===== config.mk =====
export PLATFORM = sky130hd
export DESIGN_NAME = key_conditioner
export DESIGN_NICKNAME = d
export VERILOG_FILES = /design/src/rtl/key_conditioner.sv
export SDC_FILE = /design/constraint.sdc
export NUM_CORES = 1
export LEC_CHECK = 0
export BUFFER_PORTS_ARGS = -buffer_cell sky130_fd_sc_hd__buf_2
export CAP_MARGIN = 5
export CORE_MARGIN = 2
export CORE_UTILIZATION = 40
export CTS_CLUSTER_DIAMETER = 60
export DETAILED_ROUTE_END_ITERATION = 10
export GPL_ROUTABILITY_DRIVEN = 0
export PLACE_DENSITY = 0.62
export SKIP_CTS_REPAIR_TIMING = 1
export SYNTH_ARGS = -nofsm -noshare
export SYNTH_HDL_FRONTEND = slang
export SYNTH_SLANG_ARGS = --single-unit

===== constraint.sdc =====
create_clock -name Clk -period 3.91 [get_ports Clk]
set_input_delay 0.1955 -clock Clk [delete_from_list [all_inputs] [get_ports Clk]]
set_output_delay 0.1955 -clock Clk [all_outputs]
set_load 0.02 [all_outputs]

===== src/rtl/key_conditioner.sv =====
// Multi-channel key conditioner: synchroniser, debounce, press/release pulses and optional auto-repeat per key.
// Level and press change SYNC_STAGES+DEBOUNCE_CYCLES-1 edges after the key is first sampled; no backpressure.
module key_conditioner #(
   parameter int N_KEYS          = 4,
   parameter bit KEY_ACTIVE_LOW  = 1'b1,
   parameter int SYNC_STAGES     = 2,
   parameter int DEBOUNCE_CYCLES = 50000,
   parameter int REPEAT_DELAY    = 25000000,
   parameter int REPEAT_PERIOD   = 5000000
) (
   input  logic              Clk,
   input  logic              Reset,
   input  logic [N_KEYS-1:0] key_in,
   input  logic [N_KEYS-1:0] repeat_en,
   output logic [N_KEYS-1:0] level_out,
   output logic [N_KEYS-1:0] press_pulse,
   output logic [N_KEYS-1:0] release_pulse
);

   localparam int DB_W    = $clog2(DEBOUNCE_CYCLES + 1);
   localparam int RPT_MAX = (REPEAT_DELAY > REPEAT_PERIOD) ? REPEAT_DELAY : REPEAT_PERIOD;
   localparam int RPT_W   = $clog2(RPT_MAX + 1);

   localparam logic [DB_W-1:0]   DB_LAST     = DB_W'(DEBOUNCE_CYCLES - 1);
   localparam logic [RPT_W-1:0]  DELAY_LAST  = RPT_W'(REPEAT_DELAY - 1);
   localparam logic [RPT_W-1:0]  PERIOD_LAST = RPT_W'(REPEAT_PERIOD - 1);
   localparam logic [N_KEYS-1:0] RELEASED_RAW = KEY_ACTIVE_LOW ? {N_KEYS{1'b1}} : {N_KEYS{1'b0}};

   typedef enum logic [1:0] {
      ST_UP     = 2'd0,
      ST_DELAY  = 2'd1,
      ST_REPEAT = 2'd2
   } state_t;

   logic [N_KEYS-1:0] sync_q [SYNC_STAGES];
   logic [N_KEYS-1:0] pressed_s;

   // Reset loads the released level so a key held through reset is seen as a fresh press.
   always_ff @(posedge Clk or negedge Reset) begin
      if (!Reset) begin
         for (int i = 0; i < SYNC_STAGES; i++) begin
            sync_q[i] <= RELEASED_RAW;
         end
      end else begin
         sync_q[0] <= key_in;
         for (int i = 1; i < SYNC_STAGES; i++) begin
            sync_q[i] <= sync_q[i-1];
         end
      end
   end

   assign pressed_s = KEY_ACTIVE_LOW ? ~sync_q[SYNC_STAGES-1] : sync_q[SYNC_STAGES-1];

   for (genvar ch = 0; ch < N_KEYS; ch++) begin : g_ch
      logic [DB_W-1:0]  cnt_q, cnt_d;
      logic [RPT_W-1:0] rpt_q, rpt_d;
      logic             lvl_q, lvl_d;
      logic             press_q, press_d;
      logic             rel_q, rel_d;
      logic             rise, fall;
      state_t           state_q, state_d;

      always_comb begin
         cnt_d   = cnt_q;
         lvl_d   = lvl_q;
         rpt_d   = rpt_q;
         state_d = state_q;
         press_d = 1'b0;
         rel_d   = 1'b0;

         if (pressed_s[ch] == lvl_q) begin
            cnt_d = '0;
         end else if (cnt_q == DB_LAST) begin
            lvl_d = ~lvl_q;
            cnt_d = '0;
         end else begin
            cnt_d = cnt_q + 1'b1;
         end

         // Pulses are registered alongside the level so they line up with its edge.
         rise = lvl_d & ~lvl_q;
         fall = ~lvl_d & lvl_q;

         case (state_q)
            ST_UP: begin
               if (rise) begin
                  press_d = 1'b1;
                  rpt_d   = '0;
                  state_d = ST_DELAY;
               end
            end
            ST_DELAY, ST_REPEAT: begin
               if (fall) begin
                  rel_d   = 1'b1;
                  rpt_d   = '0;
                  state_d = ST_UP;
               end else if (!repeat_en[ch]) begin
                  rpt_d = '0;
               end else if (rpt_q == ((state_q == ST_DELAY) ? DELAY_LAST : PERIOD_LAST)) begin
                  press_d = 1'b1;
                  rpt_d   = '0;
                  state_d = ST_REPEAT;
               end else begin
                  rpt_d = rpt_q + 1'b1;
               end
            end
            default: begin
               rpt_d   = '0;
               state_d = ST_UP;
            end
         endcase
      end

      always_ff @(posedge Clk or negedge Reset) begin
         if (!Reset) begin
            cnt_q   <= '0;
            rpt_q   <= '0;
            lvl_q   <= 1'b0;
            press_q <= 1'b0;
            rel_q   <= 1'b0;
            state_q <= ST_UP;
         end else begin
            cnt_q   <= cnt_d;
            rpt_q   <= rpt_d;
            lvl_q   <= lvl_d;
            press_q <= press_d;
            rel_q   <= rel_d;
            state_q <= state_d;
         end
      end

      assign level_out[ch]     = lvl_q;
      assign press_pulse[ch]   = press_q;
      assign release_pulse[ch] = rel_q;
   end

endmodule


-- Word level (Yosys, flattened, before mapping)
Cells that the tools add are included.
- add/sub/neg operators: 8
- eq/ne operators: 32
- bitwise gates (word level): 17
- mux-type cells: 88
- reduce and logical (&&, ||, !) cells: 12
- operator list (cell ; count):
    two-way mux 25 bit ; 20
    one-hot mux 25 bit (2 select lines) ; 4
    two-way mux 16 bit ; 8
    adder 25 x 1 -> 25 bit, second input constant ; 4
    == test 25 bit ; 4
    adder 16 x 1 -> 16 bit, second input constant ; 4
    == test 16 bit, second input constant ; 4
    two-way mux 1 bit ; 32
    two-way mux 2 bit ; 16
    != test 3 bit, second input constant ; 8
    one-hot mux 2 bit (2 select lines) ; 4
    AND reduction 3 bit ; 4
    bitwise AND 1 bit ; 8
    == test 2 x 1 -> 1 bit, second input constant ; 4
    == test 2 bit, second input constant ; 4
    zero test 2 bit ; 4
    != test 2 bit, second input constant ; 4
    inverter 1 bit ; 8
    one-hot mux 1 bit (2 select lines) ; 4
    OR reduction 2 bit ; 4
    == test 1 bit ; 4
    inverter 4 bit ; 1
- logic and storage cells: 183
- input port bits: 10
- output and inout port bits: 12
- register bits: 192

-- Longest topological paths before layout
- depth in word-level cells: 7
- gate-level depth with buffers: 10
- depth with buffers taken out: 7

-- Least setup slack after synthesis
No wires, ideal clock.
- kind: register to register
- from: reg g_ch[2].rpt_q[13]
- to: reg g_ch[2].rpt_q[4]
- library setup time: 0.128 ns
- setup slack: 1.470 ns
- stages on the path, launching flop included: 7
- path buffers: 1
- data arrival time: 2.312 ns
- path through: dfrtp_1 or4_1 or4b_4 a2111o_1 buf_6 a31oi_1 o22ai_1
- cells in the longest elaborated chain, start to end: 5
- RTL lines (what ; RTL line ; text):
    from (decl) ; 56 ; logic [RPT_W-1:0] rpt_q, rpt_d;
    from (signal assigned) ; 124 ; rpt_q <= rpt_d;
    == test 25 bit ; 99 ; end else if (rpt_q == ((state_q == ST_DELAY) ? DELAY_LAST : PERIOD_LAST)) begin
    two-way mux 25 bit ; 99 ;
    two-way mux 25 bit ; 97 ; end else if (!repeat_en[ch]) begin
    two-way mux 25 bit ; 93 ; if (fall) begin
    one-hot mux 25 bit (2 select lines) ; 84 ; case (state_q)
No other way between the ends.
A chain may end at the register's enable or synchronous reset.

-- Worst setup path after layout
- from: reg g_ch[2].rpt_q[13]
- to: reg g_ch[2].rpt_q[19]
- cells in the longest elaborated chain, start to end: 5
- elaborated cells on any way between the ends: 6
- those cells by class: 1 x add/sub; 1 x eq/ne; 4 x mux
- RTL lines (what ; RTL line):
    adder 25 x 1 -> 25 bit / == test 25 bit (equally long branches) ; 104, 99
    two-way mux 25 bit * ; 99
    two-way mux 25 bit * ; 97
    two-way mux 25 bit * ; 93
    one-hot mux 25 bit (2 select lines) * ; 84
Every way passes the cells marked *; elsewhere a longest branch is shown, timed or not.

==> results.cfg <==
[power_and_ir_drop]
vdd.ir_drop.worst_v = 0.000279
p_int_mw = 3.12
power.switching_mw = 0.964
p_leak_nw = 4.61
clkPwrFrac = 0.431
netSwitchingFraction = 0.236
power.share.sequential = 0.519
p_comb_frac = 0.050
powerDensity_nw_per_um2 = 349

[finish]
drive_gt1_frac = 0.0755
area_delta_synth_final_pct = 9.51
n_antenna_cell = 0
fin_area_um2 = 11700
final_util = 0.448
fin_nets = 1223

[clock_tree]
cts_tree = built
cts.path.max_buffers = 2
cts_made_buffers = 17
worstSkewPairLatency_ns = 0.43
cts_sinks = 192
clk_pin_slew_ns = 0.07
cts_root_buf = clkbuf_16
htree_levels = 4

[placed_design]
hpwl_um = 16000
place_area_um2 = 11100
portBuffers = 21

[floorplan]
rows = 59
core_um2 = 26100
die_y_um = 167
initial_core_util = 0.409
dieArea_um2 = 28000
ioPinCount = 22
die_x_um = 167

[job]
drv_cap = 0

[global_route]
grt_max_degree = 104
grt_pass1_vias = 8455
grt_remaining_overflow = 0
grt_pass1_wl_um = 41200
antenna_found_initial = 0
track_usage = 0.175

[sta]
setup_tns_ns = 0
holdWs_ns = 0.104
fin_crit_sh = 0.783
slew_violations = 0
hold_violations = 0
setup_viol = 0
fmax_mhz = 327
rsz0062_at_grt = false
slew_headroom = 0.244
post-route-min-period_ns = 3.06
finClkSkew_ns = 0.0133
tightestPinTransition_ns = 1.13

[yosys]
synth.largest_area_cell = dfrtp_1
synth_ff_type = dfrtp_1
synthArstFlopShare = 1.00
synthDistinctLibCells = 69
syn_area_um2 = 10700
synth_seq_cells = 192
synth_area_per_cell_um2 = 9.02
synth.area.top_cells = dfrtp_1 43%, nand2_1 3.9%, nor2_1 3.8%
ys_warn_count = 0
synth-edff-count = 0
synth_common_cells = 184 x dfrtp_1, 111 x nand2_1, 107 x nor2_1, 70 x nand3_1, 61 x a21oi_1
yosysMostFrequentCell = dfrtp_1
synth_fp_nets = 1214
synth.yosys.seq_area_share = 0.451
syn_inst = 1184
synth_top_area_share = 0.431

[critical_path]
path_class = reg2reg
startpoint_type = flop
reg2reg_depth = 5
rrSetupSlack_ns = 0.85
crit_fanout = 21
cp.arrival_ns = 3.35
critPathRequiredTime_ns = 4.20
end_kind = flop

[run_status]
violations = design-rule violations
status = finished with violations

[routing]
vias = 8917
drc = 3
wl_per_cell_um = 15.5
detail-route-antenna-nets = 0
drt_iter0_drc = 550
drtPass1Iterations = 10
avgViaCountPerCell = 5.79
wl_um = 23800

[min_path]
hp-class = in2reg
whs_path_depth = 3
area by class of cell:
class                           count  area (um2)
Fill cell                        2533       14400
Multi-Input combinational cell    891        5420
Sequential cell                   192        4810
Clock buffer                       23         478
Tap cell                          335         419
Timing Repair Buffer               41         277
Inverter                           50         188
Clock inverter                      9         106
kinds of logic after synthesis:
family          synth area share
compound gates             0.153
xor+xnor                  0.0426
fa+ha+maj                 0.0234
buf+inv                   0.0423
flops                      0.451
mux                      0.00199
simple gates               0.286
worst paths after layout:
check                                  startpoint                 end
worst min register to register          sync_q[4]           sync_q[0]
worst max-delay path            g_ch[2].rpt_q[13]   g_ch[2].rpt_q[19]
min in group asynchronous                   Reset       g_ch[1].rel_q
worst min-delay path                 repeat_en[3]  g_ch[3].state_q[1]
max in group asynchronous                   Reset           sync_q[7]
worst max register to register  g_ch[2].rpt_q[13]   g_ch[2].rpt_q[19]
layer usage:
metal,wire (um),global-route usage,up-vias
met1,11700,0.247,4335
met2,11100,0.279,163
li1,-,-,4403
met3,746,0.0284,16
met4,257,0.0495,0
met5,0,0,-
flip-flops by register name, indices dropped and copies added (netlist names):
name          flops
g_ch.cnt_q       64
g_ch.rpt_q      100
g_ch.rel_q        4
g_ch.press_q      4
sync_q            8
g_ch.lvl_q        4
g_ch.state_q      8
cell usage in the layout, fill, tap and decap left out, types with 14 or more instances in the layout:
cell type  instances
inv_1             50
buf_2             20
ha_1              20
buf_4             15
nand2_1          111
and3_1            26
and4_1            16
or4_1             15
o22ai_1           14
nor4_1            18
clkbuf_16         17
nor3_1            33
or3_1             36
xor2_1            25
nand3_1           70
nand4_1           59
nor2_1           107
xnor2_1           27
a31oi_1           24
a21oi_1           61
o31ai_1           17
o21ai_0           58
dfrtp_1          184
through the flow:
stage,instances,setup slack (ns),power [mW]
after CTS,1536,0.875,4.14
after detailed placement,1504,0.903,2.36
after global routing,1541,0.756,4.25
after global placement,1504,0.920,2.35
final,1541,0.848,4.08
after floorplan,1184,1.47,2.26
power by group through the flow:
| stage | sequential (mW) | combinational, mW | clock [mW] |
|---|---|---|---|
| floorplan | 2.13 | 0.127 | 0 |
| global route | 2.13 | 0.238 | 1.89 |
| detailed placement | 2.15 | 0.207 | 0 |
| global placement | 2.15 | 0.203 | 0 |
| finish | 2.12 | 0.206 | 1.76 |
| CTS | 2.12 | 0.207 | 1.82 |
critical path, cell delays in order, from the launching register on:
cell and delay [ns]:
dfrtp_1 0.45, or4_1 0.54, or4b_4 0.53, a2111o_1 0.75, nand3_2 0.44, o311ai_0 0.18
(Power assumes the default switching activity.)
